<file path="config.mk">
export PLATFORM = sky130hd
export DESIGN_NAME = sinegen_ctrl
export DESIGN_NICKNAME = d
export VERILOG_FILES = /design/src/rtl/sinegen_pkg.sv /design/src/rtl/phase_acc.sv /design/src/rtl/sinegen_ctrl.sv
export SDC_FILE = /design/constraint.sdc
export NUM_CORES = 1
export LEC_CHECK = 0
export BUFFER_PORTS_ARGS = -buffer_cell sky130_fd_sc_hd__buf_2
export CAP_MARGIN = 40
export CORE_MARGIN = 3
export CORE_UTILIZATION = 45
export DETAILED_ROUTE_END_ITERATION = 12
export PLACE_DENSITY = 0.72
export SLEW_MARGIN = 20
export SYNTH_ARGS = -nofsm -noshare
export SYNTH_HDL_FRONTEND = slang
export SYNTH_SLANG_ARGS = --single-unit
</file>
<file path="constraint.sdc">
create_clock -name clk -period 5.9 [get_ports clk]
set_input_delay 0 -clock clk [delete_from_list [all_inputs] [get_ports clk]]
set_output_delay 0 -clock clk [all_outputs]
set_load 0.03 [all_outputs]
</file>
<file path="src/rtl/sinegen_pkg.sv">
// Shared types and default widths for the two-channel sine ROM sequencer.
package sinegen_pkg;

    localparam int ADDRESS_WIDTH_DEF = 8;
    localparam int DATA_WIDTH_DEF    = 8;
    localparam int ACC_WIDTH_DEF     = 16;

    typedef enum logic [1:0] {IDLE, SLOT0, SLOT1} sg_state_t;

    // Which channel a ROM read in flight belongs to.
    typedef enum logic {CH0 = 1'b0, CH1 = 1'b1} sg_chan_t;

endpackage

</file>
<file path="src/rtl/phase_acc.sv">
// Free-running modulo-2^ACC_WIDTH phase accumulator, advanced by one increment per step strobe.
module phase_acc
    import sinegen_pkg::*;
#(
    parameter int ACC_WIDTH = ACC_WIDTH_DEF
) (
    input  logic                 clk,
    input  logic                 rst_n,
    input  logic                 step,
    input  logic [ACC_WIDTH-1:0] incr,
    output logic [ACC_WIDTH-1:0] acc
);

    // NOTE: sequential state uses non-blocking (<=) so every register samples pre-edge values.
    always_ff @(posedge clk) begin
        if (!rst_n) begin
            acc <= '0;
        end else if (step) begin
            acc <= acc + incr;
        end
    end

endmodule

</file>
<file path="src/rtl/sinegen_ctrl.sv">
// Two-channel sine sequencer: alternates ROM reads between channel 0 and 1 and
// captures the registered ROM output into per-channel sample registers.
module sinegen_ctrl
    import sinegen_pkg::*;
#(
    parameter int ADDRESS_WIDTH = ADDRESS_WIDTH_DEF,
    parameter int DATA_WIDTH    = DATA_WIDTH_DEF,
    parameter int ACC_WIDTH     = ACC_WIDTH_DEF
) (
    input  logic                     clk,
    input  logic                     rst_n,
    input  logic                     en,
    input  logic                     cfg_valid,
    output logic                     cfg_ready,
    input  logic [ACC_WIDTH-1:0]     cfg_incr0,
    input  logic [ACC_WIDTH-1:0]     cfg_incr1,
    input  logic [ADDRESS_WIDTH-1:0] cfg_offset1,
    output logic [ADDRESS_WIDTH-1:0] rom_addr,
    input  logic [DATA_WIDTH-1:0]    rom_data,
    output logic [DATA_WIDTH-1:0]    dout0,
    output logic [DATA_WIDTH-1:0]    dout1,
    output logic                     valid0,
    output logic                     valid1
);

    sg_state_t                state, state_nxt;
    logic [ACC_WIDTH-1:0]     incr0, incr1;
    logic [ACC_WIDTH-1:0]     acc0, acc1;
    logic [ADDRESS_WIDTH-1:0] offset1;
    logic [ADDRESS_WIDTH-1:0] addr0, addr1;
    logic                     cfg_load;
    logic                     pend_vld;
    sg_chan_t                 pend_ch;

    always_ff @(posedge clk) begin
        if (!rst_n) begin
            state <= IDLE;
        end else begin
            state <= state_nxt;
        end
    end

    // NOTE: next state gets a default before the case so no path can infer a latch.
    always_comb begin
        state_nxt = state;
        case (state)
            IDLE:    if (en) state_nxt = SLOT0;
            SLOT0:   state_nxt = SLOT1;
            SLOT1:   state_nxt = en ? SLOT0 : IDLE;
            default: state_nxt = IDLE;
        endcase
    end

    // Configuration is refused only in SLOT0 so a pair never sees half-updated increments.
    assign cfg_ready = (state != SLOT0);
    assign cfg_load  = cfg_valid && cfg_ready;

    always_ff @(posedge clk) begin
        if (!rst_n) begin
            incr0   <= '0;
            incr1   <= '0;
            offset1 <= '0;
        end else if (cfg_load) begin
            incr0   <= cfg_incr0;
            incr1   <= cfg_incr1;
            offset1 <= cfg_offset1;
        end
    end

    phase_acc #(.ACC_WIDTH(ACC_WIDTH)) u_acc0 (
        .clk   (clk),
        .rst_n (rst_n),
        .step  (state == SLOT0),
        .incr  (incr0),
        .acc   (acc0)
    );

    phase_acc #(.ACC_WIDTH(ACC_WIDTH)) u_acc1 (
        .clk   (clk),
        .rst_n (rst_n),
        .step  (state == SLOT1),
        .incr  (incr1),
        .acc   (acc1)
    );

    assign addr0 = acc0[ACC_WIDTH-1 -: ADDRESS_WIDTH];
    assign addr1 = acc1[ACC_WIDTH-1 -: ADDRESS_WIDTH] + offset1;

    always_comb begin
        rom_addr = '0;
        case (state)
            SLOT0:   rom_addr = addr0;
            SLOT1:   rom_addr = addr1;
            default: rom_addr = '0;
        endcase
    end

    // The tag follows the read through the ROM's one-cycle latency; reset drops it.
    always_ff @(posedge clk) begin
        if (!rst_n) begin
            pend_vld <= 1'b0;
            pend_ch  <= CH0;
            valid0   <= 1'b0;
            valid1   <= 1'b0;
            dout0    <= '0;
            dout1    <= '0;
        end else begin
            pend_vld <= (state != IDLE);
            pend_ch  <= (state == SLOT1) ? CH1 : CH0;
            valid0   <= pend_vld && (pend_ch == CH0);
            valid1   <= pend_vld && (pend_ch == CH1);
            if (pend_vld && (pend_ch == CH0)) dout0 <= rom_data;
            if (pend_vld && (pend_ch == CH1)) dout1 <= rom_data;
        end
    end

endmodule

</file>
=== Yosys cells after proc, flatten, opt, wreduce, memory -nomap -nowiden ===
Cells that the tools add are included.

* Input bits: 52
* Register bits after elaboration: 94

* Equal/unequal tests: 4
* Add/subtract/negate cells: 3
* Reduce and logical (&&, ||, !) cells: 5
* Bitwise gates (word level): 1
* Multiplexer cells: 5

{| class="wikitable"
|+ Operator list
! operator !! number
|-
| $add A16 B16 Y16 || 2
|-
| $pmux W8 S2 || 1
|-
| $add A8 B8 Y8 || 1
|-
| $pmux W2 S3 || 1
|-
| $logic_and A1 B1 Y1 || 3
|-
| $eq A2 B1 Y1 const B || 1
|-
| $eq A2 B2 Y1 const B || 1
|-
| $logic_not A2 Y1 || 1
|-
| $mux W1 || 2
|-
| $mux W2 || 1
|-
| $ne A2 B1 Y1 const B || 1
|-
| $ne A2 B2 Y1 const B || 1
|-
| $reduce_bool A2 Y1 || 1
|-
| $not A1 Y1 || 1
|}

=== Longest topological paths before layout ===
Gate-level depths: netlist (run 1).

* Depth after elaboration: 2
* Gate-level depth with buffers: 8

=== Modules after synthesis ===
From an unflattened synthesis (run 1), not the netlist that was laid out.

* Cells, all modules: 643
* Area total of the unflattened synthesis: 5,479.0 µm²

{| class="wikitable"
|+ Modules (own cells, without submodules)
! module !! area each (µm²) !! cells an instance !! sequential area each (µm²) !! instances
|-
| sinegen_ctrl || 2,801.4 || 337 || 1,241.2 || 1
|-
| phase_acc || 1,338.8 || 153 || 320.3 || 2
|}

=== Worst setup path before layout (run 1) ===
No wires, ideal clock.

* Kind: register -> register
* Start point: register incr1[0]
* End point: register u_acc1.acc[14]
* Required time: 5.821 ns
* Arrival time: 2.059 ns
* Cell stages (with the launch flop): 9
* Buffers on the path: 0
* Period minus slack after synthesis: 2.138 ns
* Setup slack: 3.762 ns
* Cell sequence: dfxtp_1 ha_1 fa_1 a21o_2 a311oi_1 o21a_2 o21ai_2 a311o_1 o211ai_1

* Cells in the longest elaborated chain, start to end: 1

{| class="wikitable"
|+ Ends and longest elaborated chain
! item !! line !! text
|-
| start, declared || sinegen_ctrl.sv:27 || <nowiki>logic [ACC_WIDTH-1:0] incr0, incr1;</nowiki>
|-
| start signal, assigned || sinegen_ctrl.sv:65 || <nowiki>incr1 <= cfg_incr1;</nowiki>
|-
| $add A16 B16 Y16 || phase_acc.sv:19 || <nowiki>acc <= acc + incr;</nowiki>
|-
| end signal, assigned || phase_acc.sv:19 ||
|-
| end, declared || phase_acc.sv:11 || <nowiki>output logic [ACC_WIDTH-1:0] acc</nowiki>
|}

No other way between the ends.
A chain may end at the register's enable or synchronous reset.

=== Worst setup path in the final report (run 1) ===
* Start point: register offset1[0]
* End point: output port rom_addr[6]

* Cells in the longest elaborated chain, start to end: 2

{| class="wikitable"
|+ Ends and longest elaborated chain
! item !! line !! text
|-
| start, declared || sinegen_ctrl.sv:29 || <nowiki>logic [ADDRESS_WIDTH-1:0] offset1;</nowiki>
|-
| start signal, assigned || sinegen_ctrl.sv:66 || <nowiki>offset1 <= cfg_offset1;</nowiki>
|-
| $add A8 B8 Y8 || sinegen_ctrl.sv:87 || <nowiki>assign addr1 = acc1[ACC_WIDTH-1 -: ADDRESS_WIDTH] + offset1;</nowiki>
|-
| $pmux W8 S2 || sinegen_ctrl.sv:91 || <nowiki>case (state)</nowiki>
|-
| end, declared || sinegen_ctrl.sv:18 || <nowiki>output logic [ADDRESS_WIDTH-1:0] rom_addr,</nowiki>
|}

No other way between the ends.

==> results of run 1 <==
==> through the flow <==
step,instances,util,setup WS [ns],power [W]
after floorplan,622,-,3.76,0.000838
after global placement,813,0.514,3.67,0.000889
after detailed placement,813,0.514,3.54,0.000897
after CTS,878,0.584,3.37,0.00149
after global routing,879,0.586,3.27,0.00155
final,879,0.586,3.38,0.00148
==> synthesized netlist by cell type, types with 2 or more instances <==
cell type  count
nor3_1         3
a311oi_1       2
buf_1          2
a31oi_1        2
mux2i_1       18
fa_1           3
o211a_1        2
and3_1        10
xor2_1         7
clkbuf_8       2
o21ai_1        3
nand4_1        2
inv_1         15
a211oi_1       2
clkbuf_1      27
dfxtp_1       94
o311ai_0       2
a22oi_1        6
nand3b_1       5
o21ai_0       11
nand2b_1       6
o2111ai_1      3
nor2_1         8
ha_1          41
and2_1         3
nand3_1       31
a21o_1        10
a21boi_0      58
nor2b_1       24
o31ai_1        2
a21o_2         2
o211ai_1       6
o21bai_1       7
xnor2_1       14
a211o_1        2
nand2_1      133
a31o_2         3
a21oi_1       27
==> registers in the layout (all words and copies together), names as in the netlist <==
| signal | cells |
|---|---|
| state | 2 |
| pend_vld | 1 |
| incr0 | 16 |
| offset1 | 8 |
| u_acc0.acc | 16 |
| pend_ch | 1 |
| dout0 | 8 |
| valid1 | 1 |
| valid0 | 1 |
| incr1 | 16 |
| u_acc1.acc | 16 |
| dout1 | 8 |
==> kinds of logic (layout without fill, tap and decap cells) <==
family                     Yosys count  after routing  synth area share
AOI/OAI and AO/OA                  162            162             0.220
xor gates and xnor gates            21             21            0.0348
adders and majority gates           44             44             0.108
buffers and inverters               48            165            0.0381
DFF                                 94             94             0.356
muxes                               19             19            0.0362
and+or+nand+nor                    234            234             0.206
==> how the worst max path moves through the flow <==
stage / from / endpoint / slack, ns / cells after the start
floorplan: incr1[0]$_SDFFE_PN0P_ / u_acc1.acc[14]$_SDFFE_PN0P_ / 3.76 / 8
global placement: incr1[0]$_SDFFE_PN0P_ / u_acc1.acc[14]$_SDFFE_PN0P_ / 3.67 / 8
detailed placement: state[1]$_SDFFE_PN0P_ / incr1[11]$_SDFFE_PN0P_ / 3.54 / 7
CTS: offset1[0]$_SDFFE_PN0P_ / rom_addr[6] / 3.37 / 9
global route: u_acc1.acc[8]$_SDFFE_PN0P_ / rom_addr[6] / 3.27 / 9
finish: offset1[0]$_SDFFE_PN0P_ / rom_addr[6] / 3.38 / 9
==> layout by cell type (no fill, tap or decap), drive strengths merged, types with 2 or more instances in the layout <==
master,count
nor2,8
a311oi,2
and2,3
nor3,3
a21boi,58
fa,3
nand3,31
a211o,2
ha,41
a21oi,28
mux2i,18
nand4,3
xnor2,14
buf,84
a21o,12
clkbuf,10
clkinv,3
nand2,134
nand2b,6
clkinvlp,3
o211ai,6
o211a,2
o21ai,15
xor2,7
o21bai,8
a22oi,6
a31o,4
inv,15
dfxtp,94
a211oi,3
o2111ai,3
a31oi,2
dlygate4sd3,49
nand3b,5
o311ai,2
and3,11
nor2b,24
o31ai,2
==> layer usage <==
metal  global-route usage  wire [µm]
met3               0.0502        795
met2                0.316       5540
met4               0.0887        293
met5                    0          0
met1                0.266       5890
==> power breakdown <==
group	switching [W]	total, W	internal (W)
registers	0.0000230	0.000687	0.000664
logic	0.000123	0.000223	0.000101
clock network	0.000242	0.000569	0.000327
==> layout make-up <==
cell class / instances / area (µm²)
multi-input cells: 480 / 3200
clock buffers: 10 / 229
well taps: 140 / 175
flip-flops and latches: 94 / 1880
repair buffers: 133 / 938
fillers: 971 / 4620
clock inverters: 6 / 62.6
inverters: 16 / 60.1
==> worst register-to-register path, delay by kind of cell, from the launching register on <==
| family | cells | cell delay, ns |
|---|---|---|
| buf+inv | 3 | 0.79 |
| simple gates | 2 | 0.79 |
| fa+ha+maj | 1 | 0.19 |
| compound gates | 1 | 0.21 |
| flops | 1 | 0.33 |
==> qor.yml, run 1 <==
status:
  status: "complete, no violations"
floorplanning:
  die_w_um: 114
  rows: 38
  core_area_um2: 11200
  die_h_um: 114
  die-area_um2: 13100
  pin_count: 79
  initial_core_util: 0.473
route:
  post_drt_wl_per_cell_um: 14.2
  vias: 4665
  drcViolationCount: 0
  drtAntennaViolNets: 0
  drt_iter0_markers: 259
  wirelength_mm: 12.5
  via_per_inst: 5.31
  drtPass1Iterations: 4
sta:
  fin_tns_setup_ns: 0
  fin_crit_sh: 0.427
  slew_violations: 0
  slew_headroom: 0.477
  finalSetupViolCount: 0
  skew_ns: 0.00679
  rsz0062_at_grt: "false"
  finalHoldViolations: 0
  worst_hold_slack_ns: 0.217
  fin_crit_ns: 2.52
  tightestPinTransition_ns: 0.782
  fmax_ghz: 0.397
synth:
  syn_area_um2: 5280
  syn_inst: 622
  ys_types: 62
  syn_avg_cell_area_um2: 8.49
  synth-seq-area-share: 0.356
  synth_ff_type: "dfxtp_1"
  yosysTopAreaCellShare: 0.356
  ys_ff_latch: 94
  synth-warning-count: 0
  synth-async-reset-ratio: 0
  yosysTopAreaCell: "dfxtp_1"
  synth_edf_count: 0
  synth_area_leaders: "dfxtp_1, ha_1, nand2_1, a21boi_0, mux2i_1"
  syn_nets: 718
worst_setup_path:
  max_stage_delay_ns: 0.40
  cp_cell_sequence: "ha_1, fa_1, a21o_1, a21oi_1, o21bai_1, a21oi_1, nor3_1, a211o_1, buf_2"
  worst-r2r-setup-slack_ns: 3.49
  critPathMaxFanout: 2
  crit_path_end_kind: "primary output"
  critPathTopFamily: "compound AO/OA/AOI/OAI gates"
  crit_top_cell: "a21oi_1"
  required_ns: 5.90
  arrival_ns: 2.52
  reg2reg_depth: 7
  startpoint_type: "flop"
  slowest_stage: "fa_1"
  crit_type: "reg2out"
  r2r_end: "incr1[0]$_SDFFE_PN0P_"
  r2r_start: "state[1]$_SDFFE_PN0P_"
  path_buf_inv: 1
cts:
  cts_inserted_buffers: 9
  cts_tree: "done"
  ctsResizeCount: 0
  holdBufCountCts: 49
  cts_sinks: 94
  worstSkewPairLatency_ns: 0.34
  clock_path_buffers: 2
  path_clk_slew_ns: 0.07
  cts.root.buffer_cell: "clkbuf_16"
  post_cts_buffers: 0
  h-tree-depth: 3
worst_hold_path:
  hp-start: "cfg_valid"
  min_path_cells: 4
  min_to: "incr1[5]$_SDFFE_PN0P_"
  hold_class: "in2reg"
global_route:
  grt_antenna_before_repair: 0
  grt_overflow: 0
  grt_pass1_wl_mm: 21.6
  grt_pass1_vias: 4687
  track_usage: 0.203
  grt_max_degree: 110
placed_design:
  gp_congestion: 0.874
  port_buffers: 78
  dpl_cell_area_um2: 5750
  hpwlAfterDp_mm: 8.76
power_and_ir_drop:
  leakage_nw: 2.87
  ir_drop_mv: 0.131
  p_per_area_nw_per_um2: 226
layout:
  areaGrowthSynthToFinish_pct: 24.0
  nNetsFinal: 830
  diodes: 0
  design_area_um2: 6550
  drive_gt1_frac: 0.156
run:
  cap_violations: 0
No activity file was read; power rests on OpenSTA's default activity.
==> inputs of run 2 (changes only) <==
clock period = 2.45 ns   (was 5.9 ns; I/O delays follow)
==> run 2 against run 1 <==
  * Power rose by 150%
  * Sequential power rose by 140%
  * Largest cell class unchanged
  * Wire length rose by 3.7%
  * Cell area rose by 0.88%
  * Highest routed layer unchanged
  * Largest power group unchanged
  * Clock skew barely moved
  * Final cell count rose by 0.34%
  * Via count rose by 1.9%
==> qor.yml, run 2 (synthesis results as in run 1) <==
status:
  status: "complete, no violations"
layout:
  final_cell_mix: "nand2_1, dfxtp_1, buf_2"
  layout_commonest_cell: "nand2_1"
  drive_gt1_frac: 0.168
  nNetsFinal: 833
  fin_util: 0.591
  areaGrowthSynthToFinish_pct: 25.1
  finalNonFillerCells: 882
  diodes: 0
sta:
  fmax_ghz: 0.424
  fin_crit_ns: 2.36
  skew_ns: 0.00667
  finalHoldViolations: 0
  finalSetupViolCount: 0
  slew_headroom: 0.548
  slew_violations: 0
  fin_tns_setup_ns: 0
  rsz0062_at_grt: "false"
  tightestPinTransition_ns: 0.679
  fin_crit_sh: 0.962
  worst_hold_slack_ns: 0.0599
floorplanning:
  pin_count: 79
  initial_core_util: 0.473
  die_w_um: 114
  die_h_um: 114
  core_area_um2: 11200
  rows: 38
  die-area_um2: 13100
worst_setup_path:
  required_ns: 2.45
  arrival_ns: 2.36
  crit_type: "reg2out"
  startpoint_type: "flop"
  reg2reg_depth: 8
  r2r_start: "incr1[0]$_SDFFE_PN0P_"
  r2r_end: "u_acc1.acc[14]$_SDFFE_PN0P_"
  crit_path_end_kind: "primary output"
  worst-r2r-setup-slack_ns: 0.12
  critPathMaxFanout: 3
cts:
  clock_path_buffers: 2
  cts_tree: "done"
  h-tree-depth: 3
  path_clk_slew_ns: 0.06
  cts_sinks: 94
  worstSkewPairLatency_ns: 0.34
  cts.root.buffer_cell: "clkbuf_16"
  cts_inserted_buffers: 9
worst_hold_path:
  min_to: "offset1[0]$_SDFFE_PN0P_"
  hp-start: "cfg_offset1[0]"
  min_path_cells: 3
  hold_class: "in2reg"
power_and_ir_drop:
  p_total_w: 0.00369
  switching_power_w: 0.000930
  clockPowerShare: 0.405
  p_per_area_nw_per_um2: 559
  leakage_nw: 2.90
  p_int_w: 0.00276
  switching_share: 0.252
  seqPwrFrac: 0.448
  power_frac_comb: 0.147
  ir_drop_mv: 0.315
placed_design:
  hpwlAfterDp_mm: 9.22
  port_buffers: 78
  gp_congestion: 0.849
  dpl.cell_count: 817
route:
  wirelength_mm: 13.0
  drtPass1Iterations: 4
  drcViolationCount: 0
  via_per_inst: 5.39
  drtAntennaViolNets: 0
  vias: 4752
  drt_iter0_markers: 232
  post_drt_wl_per_cell_um: 14.7
global_route:
  grt_pass1_wl_mm: 21.8
  grt_antenna_before_repair: 0
  track_usage: 0.206
  grt_pass1_vias: 4657
  grt_max_degree: 41
  grt_overflow: 0
run:
  cap_violations: 0
## run 2: changes by cell type in the layout (fill, tap and decap cells not counted), moves of 2 or more
cell | before | now
a21oi_1 | 27 | 24
a21oi_2 | 1 | 4
buf_4 | 5 | 10
clkinvlp_4 | 3 | 0
dfxtp_1 | 94 | 92
dfxtp_2 | 0 | 2
## run 2: cell type report
cell class	count	area, µm²
Inverter	16	60.1
Sequential cell	94	1880
Multi-Input combinational cell	480	3220
Clock buffer	12	246
Tap cell	140	175
Timing Repair Buffer	136	948
Clock inverter	4	70.1
Fill cell	955	4570
## run 2: what timing repair did
| action | in CTS | in global routing |
|---|---|---|
| endpoints found under the setup margin | 1 | 4 |
| endpoints found under the hold margin | 56 | 0 |
| setup buffers | 1 | 0 |
| pin swaps | 1 | 1 |
| resized for setup | 1 | 8 |
| hold buffers | 48 | 0 |
## run 2: worst max-delay path by stage
| stage | start | end | slack, ns | cells after the start |
|---|---|---|---|---|
| after global routing | u_acc1.acc[8]$_SDFFE_PN0P_ | rom_addr[6] | 0.003 | 9 |
| after floorplan | incr1[0]$_SDFFE_PN0P_ | u_acc1.acc[14]$_SDFFE_PN0P_ | 0.31 | 8 |
| after detailed placement | incr1[0]$_SDFFE_PN0P_ | u_acc1.acc[14]$_SDFFE_PN0P_ | 0.14 | 8 |
| after CTS | u_acc1.acc[8]$_SDFFE_PN0P_ | rom_addr[6] | 0.01 | 9 |
| final | u_acc1.acc[8]$_SDFFE_PN0P_ | rom_addr[6] | 0.09 | 9 |
| after global placement | incr1[0]$_SDFFE_PN0P_ | u_acc1.acc[14]$_SDFFE_PN0P_ | 0.22 | 8 |
## run 2: through the flow
step	worst slack (ns)	cell area, µm²
final	0.0939	6610
after detailed placement	0.135	5780
after global placement	0.219	5780
after floorplan	0.312	5280
after global routing	0.00316	6610
after CTS	0.00986	6590
## run 2: worst max-delay path, cell delays in order (launching register included)
cell      delay [ns]
dfxtp_1         0.33
ha_1            0.23
fa_2            0.35
a21o_1          0.17
a21oi_2         0.17
o21bai_1        0.10
a21oi_2         0.15
nor3_1          0.06
a211o_1         0.26
clkbuf_4        0.19
## run 2: power groups by stage
stage / combinational (W) / sequential, W / clock (W)
floorplan: 0.000335 / 0.00168 / 0
global placement: 0.000463 / 0.00168 / 0
detailed placement: 0.000478 / 0.00169 / 0
CTS: 0.000542 / 0.00165 / 0.00153
global route: 0.000606 / 0.00166 / 0.00159
finish: 0.000543 / 0.00165 / 0.00150
## run 2: per-layer routing
| metal | vias to the layer above | global-route usage | share of wire |
|---|---|---|---|
| li1 | 2413 | - | - |
| met1 | 2190 | 0.274 | 0.48 |
| met2 | 135 | 0.329 | 0.44 |
| met3 | 14 | 0.0444 | 0.060 |
| met4 | 0 | 0.0736 | 0.015 |
| met5 | - | 0 | 0 |
==> inputs of run 3 (changes only) <==
CORE_MARGIN = 4   (was 3)
==> run 3 against run 2 <==
  * Non-clock buffer count grew 1
  * Maximum frequency is essentially flat
  * Critical path depth is the same
  * Sequential share of layout area shrank 0.13 points
==> qor.yml, run 3 (synthesis results as in run 1) <==
route:
  post_drt_wl_per_cell_um: 14.3
  drtAntennaViolNets: 0
  drt_iter0_markers: 196
  drcViolationCount: 0
  vias: 4744
  drtPass1Iterations: 4
  via_per_inst: 5.36
  wirelength_mm: 12.6
worst_setup_path:
  crit_type: "reg2out"
  slowest_stage: "fa_2"
  arrival_ns: 2.35
  startpoint_type: "flop"
  max_stage_delay_ns: 0.36
  critPathMaxFanout: 3
  crit_top_cell: "a21oi_2"
  cp_cell_sequence: "ha_1, fa_2, a21o_1, a21oi_2, o21bai_1, a21oi_2, nor3_1, a211o_1, buf_2"
  required_ns: 2.45
  crit_path_end_kind: "primary output"
global_route:
  grt_pass1_wl_mm: 21.5
  grt_pass1_vias: 4728
  grt_overflow: 0
  grt_use_met2: 0.346
  use_met3: 0.0383
  track_usage: 0.195
  grt_busiest_layer: "met2"
  grt_antenna_before_repair: 0
  grt_max_degree: 40
  grt_use_met1: 0.233
placed_design:
  port_buffers: 78
  gp_congestion: 0.858
  hpwlAfterDp_mm: 9.28
  place_ws_ns: 0.140
layout:
  final_cell_mix: "nand2_1, dfxtp_1, buf_2"
  diodes: 0
  nNetsFinal: 834
  layout_commonest_cell: "nand2_1"
  drive_gt1_frac: 0.164
  areaGrowthSynthToFinish_pct: 25.5
floorplanning:
  rows: 39
  die_w_um: 116
  core_area_um2: 11500
  pin_count: 79
  die-area_um2: 13500
  die_h_um: 116
  initial_core_util: 0.461
sta:
  fin_crit_sh: 0.961
  setup_ws_ns: 0.0956
  tightestPinTransition_ns: 0.679
  rsz0062_at_grt: "true"
  skew_ns: 0.00779
  finalSetupViolCount: 0
  fmax_ghz: 0.425
  fin_crit_ns: 2.35
  slew_headroom: 0.548
  finalHoldViolations: 0
  slew_violations: 0
power_and_ir_drop:
  ir_drop_mv: 0.500
  p_per_area_nw_per_um2: 554
  p_total_w: 0.00367
  leakage_nw: 2.91
cts:
  cts_sinks: 94
  cts.root.buffer_cell: "clkbuf_16"
  cts_tree: "done"
  path_clk_slew_ns: 0.06
  clock_path_buffers: 2
  post_cts_buffers: 0
  h-tree-depth: 3
  worstSkewPairLatency_ns: 0.34
  cts_inserted_buffers: 9
worst_hold_path:
  hold_class: "in2reg"
run:
  cap_violations: 0
status:
  status: "complete, no violations"
run 3: what timing repair did:
| action | CTS | global route |
|---|---|---|
| endpoints found under the hold margin | 57 | 0 |
| pin swaps | 0 | 2 |
| setup endpoints to repair | 2 | 6 |
| resized for setup | 2 | 6 |
| hold buffers | 49 | 0 |
run 3: worst max-delay path, delay by kind of cell (launching register included):
| kind | cells | cell delay, ns |
|---|---|---|
| AO/OA/AOI/OAI | 5 | 0.84 |
| buffers and inverters | 1 | 0.19 |
| AND/OR/NAND/NOR | 1 | 0.06 |
| flip-flops | 1 | 0.34 |
| adder cells (fa/ha/maj) | 2 | 0.59 |
run 3: final timing paths:
kind                                                  from                           to  slack [ns]  cells past startpoint
worst max register to register       incr0[0]$_SDFFE_PN0P_  u_acc0.acc[10]$_SDFFE_PN0P_         0.1                      8
worst max-delay path            u_acc1.acc[8]$_SDFFE_PN0P_                  rom_addr[6]         0.1                      9
worst min-delay path                             cfg_valid        incr0[9]$_SDFFE_PN0P_        0.25                      4
worst min register to register       dout0[4]$_SDFFE_PN0P_        dout0[4]$_SDFFE_PN0P_        0.47                      2
run 3: final cells by class:
type	instances	area [µm²]
fillers	999	4840
multi-input cells	480	3220
flip-flops and latches	94	1880
repair buffers	137	971
clock buffers	12	246
well taps	143	179
clock inverters	3	68.8
inverters	16	60.1
run 3: per-layer routing:
layer / routed length, µm / up-vias
li1: - / 2408
met3: 404 / 22
met1: 5540 / 2220
met4: 289 / 0
met5: 0 / -
met2: 6390 / 94
run 3: per-stage QoR:
stage               cell area (µm²)  hold slack [ns]  setup TNS [ns]  utilization  instances
detailed placement             5800            0.259               0        0.506        821
finish                         6630            0.252               0        0.578        885
global route                   6630            0.282          -0.140        0.578        885
floorplan                      5280            0.145               0            -        622
global placement               5800            0.250               0        0.506        821
CTS                            6610            0.250               0        0.577        885
run 3: power breakdown:
group / switching, W / internal, W
Clock: 0.000553 / 0.000919
Combinational: 0.000295 / 0.000249
Sequential: 0.0000540 / 0.00160
